**src/rtl/hc4511_scan_driver_if.sv**
```systemverilog
// Bus between a value source (master) and the HC4511 scan driver (slave):
// packed BCD value and control in, decoder/digit-select drive out.
interface hc4511_scan_driver_if #(
   parameter int DIGITS = 4
);
   logic [4*DIGITS-1:0] bcd_in;
   logic                load;
   logic                lz_en;
   logic                test_n;
   logic [3:0]          A;
   logic                LE;
   logic                BI_N;
   logic                LT_N;
   logic [DIGITS-1:0]   dig_sel;
   logic                frame_done;

   modport master (
      output bcd_in, load, lz_en, test_n,
      input  A, LE, BI_N, LT_N, dig_sel, frame_done
   );

   modport slave (
      input  bcd_in, load, lz_en, test_n,
      output A, LE, BI_N, LT_N, dig_sel, frame_done
   );
endinterface

```
**src/rtl/hc4511_scan_driver.sv**
```systemverilog
// Time-multiplexed scan driver feeding an HC4511 BCD-to-7-segment
// latch/decoder. Each digit slot starts blanked with all commons off so the
// previous digit cannot ghost, presents the BCD digit while the latch is
// transparent, then latches it and enables that digit's common. The value
// on display only changes at a frame boundary, so a frame is never torn.
module hc4511_scan_driver #(
   parameter int DIGITS    = 4,
   parameter int SCAN_DIV  = 1000,
   parameter int BLANK_CYC = 4
) (
   input logic               clk,
   input logic               rst,
   hc4511_scan_driver_if.slave bus
);

   localparam int SW = (SCAN_DIV > 1) ? $clog2(SCAN_DIV) : 1;
   localparam int IW = (DIGITS > 1) ? $clog2(DIGITS) : 1;

   localparam logic [SW-1:0] SLOT_LAST = SW'(SCAN_DIV - 1);
   localparam logic [SW-1:0] SETUP_CNT = SW'(BLANK_CYC);
   localparam logic [IW-1:0] IDX_LAST  = IW'(DIGITS - 1);

   typedef enum logic [1:0] {
      PH_BLANK,  // display blanked, commons off, latch transparent
      PH_SETUP,  // as BLANK; last cycle before the latch closes
      PH_HOLD    // latch closed, digit common on
   } phase_t;

   // Scan position
   logic [SW-1:0] slot_cnt, slot_nxt;
   logic [IW-1:0] idx, idx_nxt;
   logic          frame_end;
   phase_t        phase;

   // Data path
   logic [4*DIGITS-1:0] shadow;
   logic [4*DIGITS-1:0] work;
   logic                lz_q;
   logic [3:0]          digit;
   logic                digit_supp;
   logic                zero_run;

   // Next values of the registered outputs
   logic [3:0]        a_nxt;
   logic              le_nxt;
   logic              bi_n_nxt;
   logic [DIGITS-1:0] sel_nxt;
   logic              done_nxt;

   // Registered outputs
   logic [3:0]        a_q;
   logic              le_q;
   logic              bi_n_q;
   logic              lt_n_q;
   logic [DIGITS-1:0] sel_q;
   logic              done_q;

   // Scan position register: slot counter and digit index.
   always_ff @(posedge clk) begin
      // NOTE: non-blocking (<=) so every register samples pre-edge values regardless of statement order.
      if (rst) begin
         slot_cnt <= '0;
         idx      <= '0;
      end else begin
         slot_cnt <= slot_nxt;
         idx      <= idx_nxt;
      end
   end

   // Next scan position: slot counter wraps and advances the digit index.
   always_comb begin
      // NOTE: every variable gets a default first so no path leaves a latch.
      slot_nxt  = slot_cnt + 1'b1;
      idx_nxt   = idx;
      frame_end = (slot_cnt == SLOT_LAST) && (idx == IDX_LAST);
      if (slot_cnt == SLOT_LAST) begin
         slot_nxt = '0;
         idx_nxt  = (idx == IDX_LAST) ? '0 : idx + 1'b1;
      end
   end

   // Phase decode of the current slot position.
   always_comb begin
      if (slot_cnt < SETUP_CNT) begin
         phase = PH_BLANK;
      end else if (slot_cnt == SETUP_CNT) begin
         phase = PH_SETUP;
      end else begin
         phase = PH_HOLD;
      end
   end

   // Select the current digit and find whether it is a leading zero.
   // Scanning from the top digit down, zero_run stays set while every digit
   // seen so far is zero; digit 0 is always shown.
   always_comb begin
      digit      = 4'd0;
      digit_supp = 1'b0;
      zero_run   = 1'b1;
      for (int k = DIGITS - 1; k >= 0; k--) begin
         zero_run = zero_run & (work[4*k +: 4] == 4'd0);
         if (idx == IW'(k)) begin
            digit      = work[4*k +: 4];
            digit_supp = zero_run && (k != 0);
         end
      end
   end

   // Output decode for the phase; the registers below add one cycle.
   always_comb begin
      a_nxt    = digit;
      le_nxt   = 1'b0;
      bi_n_nxt = 1'b0;
      sel_nxt  = '0;
      done_nxt = frame_end;
      if (phase == PH_HOLD) begin
         le_nxt = 1'b1;
         for (int k = 0; k < DIGITS; k++) begin
            sel_nxt[k] = (idx == IW'(k));
         end
         // Lamp test uses test_n directly so BI_N is forced in the same
         // cycle that LT_N goes low.
         bi_n_nxt = !bus.test_n || !(lz_q && digit_supp);
      end
   end

   // Shadow/work value registers and the per-slot leading-zero enable.
   always_ff @(posedge clk) begin
      if (rst) begin
         shadow <= '0;
         work   <= '0;
         lz_q   <= 1'b0;
      end else begin
         if (bus.load) begin
            shadow <= bus.bcd_in;
         end
         // A load landing on the frame boundary bypasses the shadow so the
         // newest value is not lost for a whole frame.
         if (frame_end) begin
            work <= bus.load ? bus.bcd_in : shadow;
         end
         if (phase == PH_SETUP) begin
            lz_q <= bus.lz_en;
         end
      end
   end

   // Output registers; lamp test is a plain one-cycle delay of test_n.
   always_ff @(posedge clk) begin
      if (rst) begin
         a_q    <= 4'd0;
         le_q   <= 1'b0;
         bi_n_q <= 1'b0;
         lt_n_q <= 1'b1;
         sel_q  <= '0;
         done_q <= 1'b0;
      end else begin
         a_q    <= a_nxt;
         le_q   <= le_nxt;
         bi_n_q <= bi_n_nxt;
         lt_n_q <= bus.test_n;
         sel_q  <= sel_nxt;
         done_q <= done_nxt;
      end
   end

   assign bus.A          = a_q;
   assign bus.LE         = le_q;
   assign bus.BI_N       = bi_n_q;
   assign bus.LT_N       = lt_n_q;
   assign bus.dig_sel    = sel_q;
   assign bus.frame_done = done_q;

endmodule

```
**src/flat_wrapper.sv**
```systemverilog
// flat-port wrapper written by rule: the top's interface ports become plain ports
module hc4511_scan_driver_flat 
#(
   parameter int DIGITS    = 4,
   parameter int SCAN_DIV  = 1000,
   parameter int BLANK_CYC = 4
)
  (clk, rst, bus_bcd_in, bus_load, bus_lz_en, bus_test_n, bus_A, bus_LE, bus_BI_N, bus_LT_N, bus_dig_sel, bus_frame_done);
  hc4511_scan_driver_if #(.DIGITS(DIGITS)) bus_i ();
  input logic clk;
  input logic rst;
  input wire logic [$bits(bus_i.bcd_in)-1:0] bus_bcd_in;
  input wire logic [$bits(bus_i.load)-1:0] bus_load;
  input wire logic [$bits(bus_i.lz_en)-1:0] bus_lz_en;
  input wire logic [$bits(bus_i.test_n)-1:0] bus_test_n;
  output wire logic [$bits(bus_i.A)-1:0] bus_A;
  output wire logic [$bits(bus_i.LE)-1:0] bus_LE;
  output wire logic [$bits(bus_i.BI_N)-1:0] bus_BI_N;
  output wire logic [$bits(bus_i.LT_N)-1:0] bus_LT_N;
  output wire logic [$bits(bus_i.dig_sel)-1:0] bus_dig_sel;
  output wire logic [$bits(bus_i.frame_done)-1:0] bus_frame_done;
  assign bus_i.bcd_in = bus_bcd_in;
  assign bus_i.load = bus_load;
  assign bus_i.lz_en = bus_lz_en;
  assign bus_i.test_n = bus_test_n;
  assign bus_A = bus_i.A;
  assign bus_LE = bus_i.LE;
  assign bus_BI_N = bus_i.BI_N;
  assign bus_LT_N = bus_i.LT_N;
  assign bus_dig_sel = bus_i.dig_sel;
  assign bus_frame_done = bus_i.frame_done;
  hc4511_scan_driver #(.DIGITS(DIGITS), .SCAN_DIV(SCAN_DIV), .BLANK_CYC(BLANK_CYC)) u_core (.clk(clk), .rst(rst), .bus(bus_i));
endmodule
```
**config.mk**
```make
export PLATFORM = sky130hd
export DESIGN_NAME = hc4511_scan_driver_flat
export DESIGN_NICKNAME = d
export VERILOG_FILES = /design/src/rtl/hc4511_scan_driver_if.sv /design/src/rtl/hc4511_scan_driver.sv /design/src/flat_wrapper.sv
export SDC_FILE = /design/constraint.sdc
export NUM_CORES = 1
export LEC_CHECK = 0
export ABC_AREA = 1
export ABC_CLOCK_PERIOD_IN_PS = 1300
export CORE_ASPECT_RATIO = 0.7
export CORE_MARGIN = 10
export CORE_UTILIZATION = 49
export CTS_CLUSTER_DIAMETER = 40
export CTS_CLUSTER_SIZE = 25
export DETAILED_ROUTE_END_ITERATION = 10
export PLACE_DENSITY = 0.77
export SETUP_SLACK_MARGIN = 0.4
export SYNTH_ARGS = -nofsm -noshare
export SYNTH_HDL_FRONTEND = slang
export SYNTH_SLANG_ARGS = --single-unit
```
**constraint.sdc**
```tcl
create_clock -name clk -period 1.3 [get_ports clk]
set_input_delay 0.26 -clock clk [delete_from_list [all_inputs] [get_ports clk]]
set_output_delay 0.26 -clock clk [all_outputs]
set_load 0.005 [all_outputs]
```
==> impl_summary.txt, run 1 <==
----------------------------------------------------
[Global route]
  Wire length of the first global-routing pass ... 10800 µm
  Final global-route overflow total ... 0
  Pin count of the biggest net entering global routing ... 20
  Via count of the first global-routing pass ... about 2300
  Antenna violations before repair ... 0
  GRT Util Overall ... 0.159

[Floorplan]
  Core area ... between 0.004 and 0.005 mm²
  Num rows ... 21
  Die Footprint ... a little over 0.008 mm²
  Height of the chip ... a little under 80 µm
  Starting density of the core ... 0.510
  Floorplan die width ... 105 µm
  Number of I/O pins ... 33

[STA]
  Post-Route Skew ... between 9 and 10 ps
  Hold_ws ... about 460 ps
  Number of hold violations in the final report ... 0
  Slew headroom ... 0.815
  Highest clock rate ... around 0.75 GHz
  Clock period minus worst slack ... approximately 1300 ps
  Worst setup slack after layout ... -35.7 ps
  Slew at the pin closest to its max-slew limit ... 275 ps
  Pins Over Slew Limit ... 0
  Setup repair after global routing missed its margin ... yes
  Post-route clock period utilization ... 1.03
  Number of setup violations in the final report ... 3

[Synth]
  Cells after Synth ... 339
  Post-synthesis net count ... between 300 and 400
  Sequential element share of the synthesized area ... 0.463
  Post-synth design cell area ... between 0.002 and 0.0025 mm²
  Netlist cell types ... 27
  Number of warnings issued by yosys ... 0
  Average footprint of a synthesized cell ... roughly 7.3 µm²
  Count of state elements after synthesis ... 57

[Layout]
  P&R area growth vs syn ... 48.0%
  Highest-count cells in the layout ignoring fill and taps ... 57 x nor2_1, 57 x nand2_1, 43 x dfxtp_1
  Share of cells above drive strength 1 ... 0.348
  Final layout net count ... around 450
  Antenna fix cells ... 0
  Non-filler instance count after layout ... a little under 500
  Filler Cells Inserted ... 331

[Critical path]
  Type of element launching the critical path ... flip-flop
  Crit. End Element ... flip-flop
  Combined buffer and inverter count along the critical path ... 1
  Cell count of the worst reg-to-reg path ... 7
  Worst-path cell with the longest stage delay ... dfxtp_4
  Worst EP required ... about 1500 ps
  Crit path kind ... flip-flop to flip-flop
  Critical Path Max Stage Delay ... around 360 ps
  Dominant delay contributor by cell family on the critical path ... simple AND/OR/NAND/NOR gates
  Number of gates on the worst path with buffers counted ... 7
  Critical path peak fanout ... 7
  CP arrival ... ~1600 ps
  Critical path, cell by cell ... ha_4, nand2_4, nor2_4, nand4_4, buf_4, nand2_1, a21oi_1

[Clock tree]
  Clock root buffer ... clkbuf_8
  Number of buffers between clock root and the deepest sink ... 2
  Number of CTS-inserted buffers ... 9
  Clock Sinks ... 57
  Clock tree from TritonCTS ... built
  H-tree Lvls ... 3
  # hold bufs at CTS ... 0
  Clock edge transition at the registers on the reported setup and hold paths ... 70 ps
  Clock latency of the later-clocked register in the worst-skew pair ... between 300 and 400 ps

[Status]
  Violated checks ... setup timing
  Outcome ... finished, violations left

[Flow run]
  Max-capacitance violation count ... 0

[Power and ir drop]
  Worst ir drop on vdd ... between 900 and 1000 µV
  Power density over the cells ... around 1000 mW/mm²
  P_leak ... 1.62 nW

[Hold path]
  Class of the tightest hold or removal check ... input pin to flip-flop
  Hold Path Depth ... 2

[Placed design]
  Detailed-placement wirelength estimate ... ~4200 µm
  Placer's final routability congestion estimate ... approximately 0.85
  Number of buffers added on ports ... 32
  Placed Cells ... 451

[Drt]
  Remaining DRCs ... 0
  Via count normalized by instance count ... about 5.1
  Initial DRT Pass Iterations ... 5
  Routed Antenna Nets ... 0
  Starting DRT DRC Count ... 274
  Final Routed Wirelength ... around 7200 µm
  Total via count in the routed design ... ~2500
  Per-cell routed wire length ... approximately 15 µm

----------------------------------------------------
through the flow:
stage	area (µm²)	setup TNS, ps	power [W]	utilization	setup slack (ps)
after global routing	3650	-1110	0.00389	0.755	-93.8
after global placement	3130	-5030	0.00211	0.647	-261
after detailed placement	3130	-4800	0.00211	0.647	-266
after CTS	3440	0	0.00376	0.712	21.0
final	3650	-63.2	0.00377	0.755	-35.7
after floorplan	2600	0	0.00197	-	136
worst register-to-register path, stage by stage (launching register included):
cell,delay (ps)
dfxtp_4,360
ha_4,140
nand2_4,70
nor2_4,160
nand4_4,200
buf_4,200
nand2_1,50
a21oi_1,40
synth_stat cells, drive strengths merged:
master,instances,area share
a21oi,11,0.022
a41oi,1,0.0036
and3,1,0.0025
buf,6,0.015
clkbuf,6,0.0091
clkinv,1,0.0020
dfxtp,57,0.46
ha,6,0.030
inv,43,0.065
nand2,64,0.099
nand3,16,0.032
nand3b,2,0.0061
nand4,17,0.049
nor2,72,0.12
nor3,3,0.0061
o21ai,26,0.053
o21bai,1,0.0030
or2,3,0.0076
xor2,3,0.011
report_power, final:
part / internal, W / leakage (nW) / total [W] / switching (W)
Sequential: 0.00179 / 0.472 / 0.00181 / 0.0000222
Clock: 0.000880 / 0.0955 / 0.00165 / 0.000765
Combinational: 0.000161 / 1.06 / 0.000311 / 0.000150
registers in the layout (all words and copies together), names as in the netlist:
name,cells
u_core.idx,2
u_core.bus.frame_done,1
u_core.slot_cnt,10
u_core.bus.LE,1
u_core.shadow,16
u_core.work,16
u_core.lz_q,1
u_core.bus.A,4
u_core.bus.BI_N,1
u_core.bus.dig_sel,4
u_core.bus.LT_N,1
cell type report:
type,count,area [µm²],share of cell area
Multi-Input combinational cell,227,1330,0.366
Sequential cell,57,1170,0.320
Timing Repair Buffer,78,668,0.183
Inverter,44,193,0.0528
Clock buffer,9,124,0.0340
Tap cell,69,86.3,0.0237
Clock inverter,7,70.1,0.0192
Timing Repair inverter,1,5.00,0.00137
per-layer routing:
metal / GRT usage / share of wire
met5: 0 / 0
met4: 0.0574 / 0.021
met3: 0.0718 / 0.085
met2: 0.233 / 0.44
met1: 0.203 / 0.46
worst paths after layout:
check | from | endpoint | slack, ps
worst max-delay path | u_core.slot_cnt[0] | u_core.idx[0] | -40
worst min-delay path | rst | u_core.bus.LT_N | 460
worst max register to register | u_core.slot_cnt[0] | u_core.idx[0] | -40
worst min register to register | u_core.work[9] | u_core.work[9] | 480
kinds of logic after synthesis:
family                   Yosys count  share of synthesized area
AO/OA/AOI/OAI                     39                     0.0817
adder cells (fa/ha/maj)            6                     0.0305
AND/OR/NAND/NOR                  178                      0.322
flip-flops                        57                      0.463
buffers and inverters             56                     0.0919
XOR/XNOR                           3                     0.0107
what timing repair did:
action,4_1_cts,5_1_grt
gates cloned,2,1
pin swaps,7,19
setup endpoints to repair,68,59
buffers inserted,9,13
resized for setup,77,46
Power figures use the tool's default switching activity.
==> inputs of run 2 (changes only) <==
--- a/config.mk
+++ b/config.mk
@@ -14,7 +14,6 @@
 export CTS_CLUSTER_SIZE = 25
 export DETAILED_ROUTE_END_ITERATION = 10
 export PLACE_DENSITY = 0.77
-export SETUP_SLACK_MARGIN = 0.4
 export SYNTH_ARGS = -nofsm -noshare
 export SYNTH_HDL_FRONTEND = slang
 export SYNTH_SLANG_ARGS = --single-unit
==> run 2 against run 1 <==
Highest routed layer unchanged. Fmax is 0.83% higher. Final area decreased by 4.9%. Wire length shrank 15%. Utilization fell by 3.7 points. Largest power group unchanged. Worst setup slack gained 11 ps. Combinational power shrank 7.4%. First-iteration DRC count shrank 43%. Power fell by 4.6%. The run still ends with setup timing left. Global-route usage down 1.2 points.
==> impl_summary.txt, run 2 (synthesized netlist as in run 1, its figures left out) <==
----------------------------------------------------
[Status]
  Outcome ... finished, violations left (unchanged)
  Violated checks ... setup timing (unchanged)

[Critical path]
  End of the worst register-to-register path ... u_core.work[13] (was u_core.idx[0])
  Cell count of the worst reg-to-reg path ... 6 (was 7)
  Crit. End Element ... flip-flop (unchanged)
  Startpoint of the most critical register-to-register path ... u_core.slot_cnt[8] (was u_core.slot_cnt[0])
  Type of element launching the critical path ... flip-flop (unchanged)
  Critical path peak fanout ... 5 (was 7)
  Crit path kind ... flip-flop to flip-flop (unchanged)
  CP arrival ... 1610 ps (was 1570 ps)
  R2r setup slk ... -20 ps (was -40 ps)
  Worst EP required ... 1590 ps (was 1530 ps)

[Floorplan]
  Die Footprint ... 0.00831 mm² (unchanged)
  Core area ... 0.00483 mm² (unchanged)
  Num rows ... 21 (unchanged)
  Starting density of the core ... 0.510 (unchanged)
  Number of I/O pins ... 33 (unchanged)
  Floorplan die width ... 105 µm (unchanged)
  Height of the chip ... 79.3 µm (unchanged)

[STA]
  Slew headroom ... 0.768 (was 0.815)
  Setup repair after global routing missed its margin ... yes (unchanged)
  Clock period minus worst slack ... 1320 ps (was 1340 ps)
  Post-Route Skew ... 7.24 ps (was 9.31 ps)
  Slew at the pin closest to its max-slew limit ... 344 ps (was 275 ps)
  Pins Over Slew Limit ... 0 (unchanged)
  Highest clock rate ... 0.755 GHz (was 0.749 GHz)
  Number of setup violations in the final report ... 3 (unchanged)
  Number of hold violations in the final report ... 0 (unchanged)
  Worst setup slack after layout ... -24.7 ps (was -35.7 ps)
  Post-route clock period utilization ... 1.02 (was 1.03)

[Layout]
  Highest-count cells in the layout ignoring fill and taps ... 64 x nor2_1, 58 x nand2_1, 47 x dfxtp_1 (was 57 x nor2_1, 57 x nand2_1, 43 x dfxtp_1)
  Layout Utilization ... 0.717 (was 0.755)
  Biggest registers after layout ... u_core.shadow: 16 flops, u_core.work: 16 flops, u_core.slot_cnt: 10 flops (unchanged)
  Area of all sequential standard cells ... 0.00116 mm² (was 0.00117 mm²)
  Most common library cell in the layout ignoring fill and taps ... nor2_1
  Antenna fix cells ... 0 (unchanged)
  Share of cells above drive strength 1 ... 0.243 (was 0.348)
  Area of combinational cells with multiple inputs ... 0.00121 mm² (was 0.00133 mm²)
  Final layout net count ... 434 (was 445)
  Filler Cells Inserted ... 393 (was 331)
  P&R area growth vs syn ... 40.7% (was 48.0%)

[Placed design]
  Number of buffers added on ports ... 32 (unchanged)
  Placer's final routability congestion estimate ... 0.915 (was 0.849)
  Detailed-placement wirelength estimate ... 4240 µm (was 4210 µm)
  Worst setup slack before clock tree synthesis ... -270 ps (was -266 ps)

[Power and ir drop]
  Worst ir drop on vdd ... 706 µV (was 941 µV)
  Power density over the cells ... 1040 mW/mm² (was 1030 mW/mm²)
  Post-layout total power ... 0.00359 W (was 0.00377 W)
  P_leak ... 1.59 nW (was 1.62 nW)

[Drt]
  Initial DRT Pass Iterations ... 4 (was 5)
  Remaining DRCs ... 0 (unchanged)
  Starting DRT DRC Count ... 155 (was 274)
  Total via count in the routed design ... 2345 (was 2518)
  Via count normalized by instance count ... 4.89 (was 5.12)
  Final Routed Wirelength ... 6120 µm (was 7220 µm)
  Routed Antenna Nets ... 0 (unchanged)
  Per-cell routed wire length ... 12.8 µm (was 14.7 µm)

[Clock tree]
  Number of CTS-inserted buffers ... 9 (unchanged)
  Clock Sinks ... 57 (unchanged)
  H-tree Lvls ... 3 (unchanged)
  Number of buffers between clock root and the deepest sink ... 2 (unchanged)
  Clock tree from TritonCTS ... built (unchanged)
  Clock edge transition at the registers on the reported setup and hold paths ... 60 ps (was 70 ps)
  Clock root buffer ... clkbuf_8 (unchanged)
  Clock latency of the later-clocked register in the worst-skew pair ... 340 ps (was 350 ps)
  # hold bufs at CTS ... 0 (unchanged)

[Hold path]
  Worst-case hold path end point ... u_core.work[14] (was u_core.bus.LT_N)
  Startpoint of the lowest-slack hold path ... u_core.work[14] (was rst)
  Hold Path Depth ... 2 (unchanged)
  Class of the tightest hold or removal check ... flip-flop to flip-flop (was input pin to flip-flop)

[Global route]
  Wire length of the first global-routing pass ... 10000 µm (was 10800 µm)
  Final global-route overflow total ... 0 (unchanged)
  Via count of the first global-routing pass ... 2189 (was 2280)
  Pin count of the biggest net entering global routing ... 33 (was 20)
  Antenna violations before repair ... 0 (unchanged)
  GRT Util Overall ... 0.147 (was 0.159)

[Flow run]
  Max-capacitance violation count ... 0 (unchanged)

----------------------------------------------------
[run 2: cell types whose count changed in the layout (fill, tap and decap cells not counted), sizes merged]
| cell | previous run | this run |
|---|---|---|
| dlygate4sd2 | 2 | 12 |
| nand2 | 65 | 64 |
| inv | 44 | 43 |
| clkbuf | 9 | 13 |
| buf | 58 | 35 |
| bufinv | 1 | 0 |
| clkdlybuf4s50 | 18 | 20 |
| clkinvlp | 2 | 0 |
[run 2: how the worst max path moves through the flow]
stage	start	to	slack [ps]	depth (start not counted)
2_1_floorplan	u_core.slot_cnt[0]	u_core.slot_cnt[5]	50	6
3_3_place_gp	bus_load	u_core.work[6]	-210	6
3_5_place_dp	bus_load	u_core.work[6]	-270	6
4_1_cts	u_core.idx[0]	u_core.bus.A[0]	-10	6
5_1_grt	u_core.slot_cnt[9]	u_core.work[13]	-120	6
6_report	u_core.slot_cnt[8]	u_core.work[13]	-20	6
[run 2: per-stage QoR]
step / hold slack (ps) / instance area [µm²] / setup TNS (ps) / cells
floorplan: 364 / 2470 / 0 / 339
global placement: 460 / 3100 / -3580 / 460
detailed placement: 475 / 3100 / -5180 / 460
CTS: 487 / 3330 / -27.9 / 478
global route: 505 / 3470 / -1500 / 480
finish: 481 / 3470 / -34.4 / 480
[run 2: timing repair]
item                                    4_1_cts  5_1_grt
endpoints found under the setup margin       42       37
resized for setup                            27       37
cloned                                        1        1
pin swaps                                     2       11
buffers inserted                              2        2
[run 2: routing by layer]
metal,vias to the layer above,share of wire,global-route usage
met1,1053,0.49,0.188
li1,1211,-,-
met4,0,0.018,0.0656
met3,10,0.076,0.0556
met5,-,0,0
met2,71,0.42,0.215
[run 2: critical path, cell delays in order, from the launching register on]
cell and delay, ps:
dfxtp_1 430, nand2_2 110, nor2_4 190, nand4_4 200
nor2_2 200, nand2_1 80, nand2_1 60
[run 2: power breakdown]
part | switching, W | internal (W)
combinational | 0.000134 | 0.000155
clock | 0.000668 | 0.000825
sequential | 0.0000190 | 0.00179
[run 2: cell type report]
cell class	count	share of cell area
timing repair inverter	1	0.00144
clock inverter	3	0.00433
inverter	44	0.0505
clock buffer	12	0.0476
multi-input combinational	226	0.350
sequential	57	0.333
timing repair buffer	68	0.188
tap	69	0.0249
==> inputs of run 3 (changes only) <==
--- a/config.mk
+++ b/config.mk
@@ -9,11 +9,12 @@
 export ABC_CLOCK_PERIOD_IN_PS = 1300
 export CORE_ASPECT_RATIO = 0.7
 export CORE_MARGIN = 10
-export CORE_UTILIZATION = 49
+export CORE_UTILIZATION = 50
 export CTS_CLUSTER_DIAMETER = 40
 export CTS_CLUSTER_SIZE = 25
 export DETAILED_ROUTE_END_ITERATION = 10
-export PLACE_DENSITY = 0.77
+export DONT_BUFFER_PORTS = 1
+export PLACE_DENSITY = 0.7
 export SYNTH_ARGS = -nofsm -noshare
 export SYNTH_HDL_FRONTEND = slang
 export SYNTH_SLANG_ARGS = --single-unit
==> run 3 against run 2 <==
The flow now finishes without violations. Cell count down 5.8%. Global-route usage fell by 0.53 points. Sequential cell count is the same. Utilization decreased by 4.7 points. Clock skew increased by 3.7 ps. Wire length is 3.1% lower. Power is 3.3% lower. Die area down 1.6%. Critical path depth rose by 1. Critical path type unchanged.
==> impl_summary.txt, run 3 (synthesized netlist as in run 1, its figures left out) <==
----------------------------------------------------
[Clock tree]
  Number of CTS-inserted buffers ... 9 (unchanged)
  Clock latency of the later-clocked register in the worst-skew pair ... 330 ps (was 340 ps)
  Clock root buffer ... clkbuf_8 (unchanged)
  Number of buffers between clock root and the deepest sink ... 2 (unchanged)
  H-tree Lvls ... 3 (unchanged)
  Clock Sinks ... 57 (unchanged)
  Clock edge transition at the registers on the reported setup and hold paths ... 70 ps (was 60 ps)
  Clock tree from TritonCTS ... built (unchanged)

[Critical path]
  Critical path peak fanout ... 7 (was 5)
  Critical Path Max Stage Delay ... 350 ps (was 430 ps)
  Crit path kind ... flip-flop to flip-flop (unchanged)
  Critical path, cell by cell ... ha_4, nand2_4, nor2_4, nand4_4, buf_6, nand2_4, a21oi_2 (was nand2_2, nor2_4, nand4_4, nor2_2, nand2_1, nand2_1)
  Worst EP required ... 1530 ps (was 1590 ps)
  Cell count of the worst reg-to-reg path ... 7 (was 6)
  CP arrival ... 1530 ps (was 1610 ps)
  Most frequent cell on the critical path ... nand2_4 (was nand2_1)
  Crit. End Element ... flip-flop (unchanged)
  Worst-path cell with the longest stage delay ... dfxtp_2 (was dfxtp_1)
  Type of element launching the critical path ... flip-flop (unchanged)

[Layout]
  Area of combinational cells with multiple inputs ... 0.00124 mm² (was 0.00121 mm²)
  Biggest registers after layout ... u_core.shadow: 16 flops, u_core.work: 16 flops, u_core.slot_cnt: 10 flops (unchanged)
  Filler Cells Inserted ... 399 (was 393)
  Antenna fix cells ... 0 (unchanged)
  Area of all sequential standard cells ... 0.00116 mm² (about the same)
  Most common library cell in the layout ignoring fill and taps ... nor2_1 (unchanged)
  Final layout net count ... 405 (was 434)
  Post-route cell area ... 0.00321 mm² (was 0.00347 mm²)
  P&R area growth vs syn ... 30.1% (was 40.7%)
  Highest-count cells in the layout ignoring fill and taps ... 59 x nor2_1, 58 x nand2_1, 46 x dfxtp_1 (was 64 x nor2_1, 58 x nand2_1, 47 x dfxtp_1)
  Share of cells above drive strength 1 ... 0.232 (was 0.243)

[STA]
  Pins Over Slew Limit ... 0 (unchanged)
  Post-route clock period utilization ... 0.995 (was 1.02)
  Number of setup violations in the final report ... 0 (was 3)
  Setup total negative slack ... 0 ps (was -34.4 ps)
  Slew headroom ... 0.791 (was 0.768)
  Slew at the pin closest to its max-slew limit ... 313 ps (was 344 ps)
  Post-Route Skew ... 10.9 ps (was 7.24 ps)
  Number of hold violations in the final report ... 0 (unchanged)
  Clock period minus worst slack ... 1290 ps (was 1320 ps)
  Highest clock rate ... 0.773 GHz (was 0.755 GHz)
  Setup repair after global routing missed its margin ... yes (unchanged)

[Status]
  Outcome ... completed (was finished, violations left)

[Floorplan]
  Starting density of the core ... 0.515 (was 0.510)
  Floorplan die width ... 104 µm (was 105 µm)
  Height of the chip ... 78.7 µm (was 79.3 µm)
  Die Footprint ... 0.00818 mm² (was 0.00831 mm²)
  Num rows ... 21 (unchanged)
  Number of I/O pins ... 33 (unchanged)
  Core area ... 0.00478 mm² (was 0.00483 mm²)

[Placed design]
  Number of buffers added on ports ... 0 (was 32)
  Placer's final routability congestion estimate ... 0.857 (was 0.915)
  Placed Instance Area ... 0.00266 mm² (was 0.00310 mm²)
  Detailed-placement wirelength estimate ... 3970 µm (was 4240 µm)

[Flow run]
  Max-capacitance violation count ... 0 (unchanged)

[Global route]
  Wire length of the first global-routing pass ... 9520 µm (was 10000 µm)
  Pin count of the biggest net entering global routing ... 33 (unchanged)
  Via count of the first global-routing pass ... 2031 (was 2189)
  Antenna violations before repair ... 0 (unchanged)
  Final global-route overflow total ... 0 (unchanged)
  GRT Util Overall ... 0.142 (was 0.147)

[Hold path]
  Hold Path Depth ... 1 (was 2)
  Class of the tightest hold or removal check ... input pin to flip-flop (was flip-flop to flip-flop)

[Drt]
  Initial DRT Pass Iterations ... 4 (unchanged)
  Per-cell routed wire length ... 13.1 µm (was 12.8 µm)
  Routed Antenna Nets ... 0 (unchanged)
  Remaining DRCs ... 0 (unchanged)
  Total via count in the routed design ... 2214 (was 2345)
  Starting DRT DRC Count ... 116 (was 155)
  Via count normalized by instance count ... 4.90 (was 4.89)
  Final Routed Wirelength ... 5940 µm (was 6120 µm)

[Power and ir drop]
  Power density over the cells ... 1080 mW/mm² (was 1040 mW/mm²)
  Worst ir drop on vdd ... 641 µV (was 706 µV)
  P_leak ... 1.44 nW (was 1.59 nW)

----------------------------------------------------
-- run 3: worst max-delay path: cells and delay by family (launching register included) --
kind / cells / cell delay (ps)
buffers and inverters: 1 / 190
flip-flops: 1 / 350
AND/OR/NAND/NOR: 4 / 470
AO/OA/AOI/OAI: 1 / 30
adder cells (fa/ha/maj): 1 / 150
-- run 3: metal layers --
| layer | vias up | GRT usage | part of all wire |
|---|---|---|---|
| met2 | 67 | 0.193 | 0.40 |
| met5 | - | 0 | 0 |
| li1 | 1153 | - | - |
| met4 | 0 | 0.0665 | 0.013 |
| met1 | 985 | 0.190 | 0.51 |
| met3 | 9 | 0.0581 | 0.074 |
-- run 3: repair_timing --
action	in CTS	in global routing
setup endpoints to repair	22	45
gates cloned	0	1
buffers inserted	0	3
resized for setup	6	59
hold buffers	16	1
endpoints found under the hold margin	17	1
pin swaps	1	11
-- run 3: final timing paths --
kind,from,end,slack [ps]
max reg2reg,u_core.slot_cnt[1],u_core.idx[0],7
max,u_core.slot_cnt[1],u_core.idx[0],7
min,bus_test_n,u_core.bus.LT_N,30
min reg2reg,u_core.slot_cnt[7],u_core.slot_cnt[7],490
-- run 3: final cells by class --
type,count,area share
sequential,57,0.362
timing repair buffer,39,0.114
multi-input combinational,226,0.386
clock buffer,13,0.0496
tap,69,0.0269
clock inverter,3,0.00468
timing repair inverter,1,0.00156
inverter,44,0.0554
-- run 3: power breakdown --
part / switching (W) / internal, W / total, W
Clock: 0.000663 / 0.000786 / 0.00145
Combinational: 0.000105 / 0.000109 / 0.000214
Sequential: 0.0000213 / 0.00179 / 0.00181
Total: 0.000790 / 0.00269 / 0.00348
-- run 3: metrics by stage --
step	instances	setup slack, ps	total power (W)	util	hold WS (ps)
floorplan	339	50.6	0.00197	-	364
global placement	415	-39.8	0.00199	0.556	340
detailed placement	415	-110	0.00199	0.556	341
CTS	447	-2.86	0.00348	0.628	5.09
global route	452	-91.5	0.00361	0.670	14.4
finish	452	6.69	0.00348	0.670	28.5
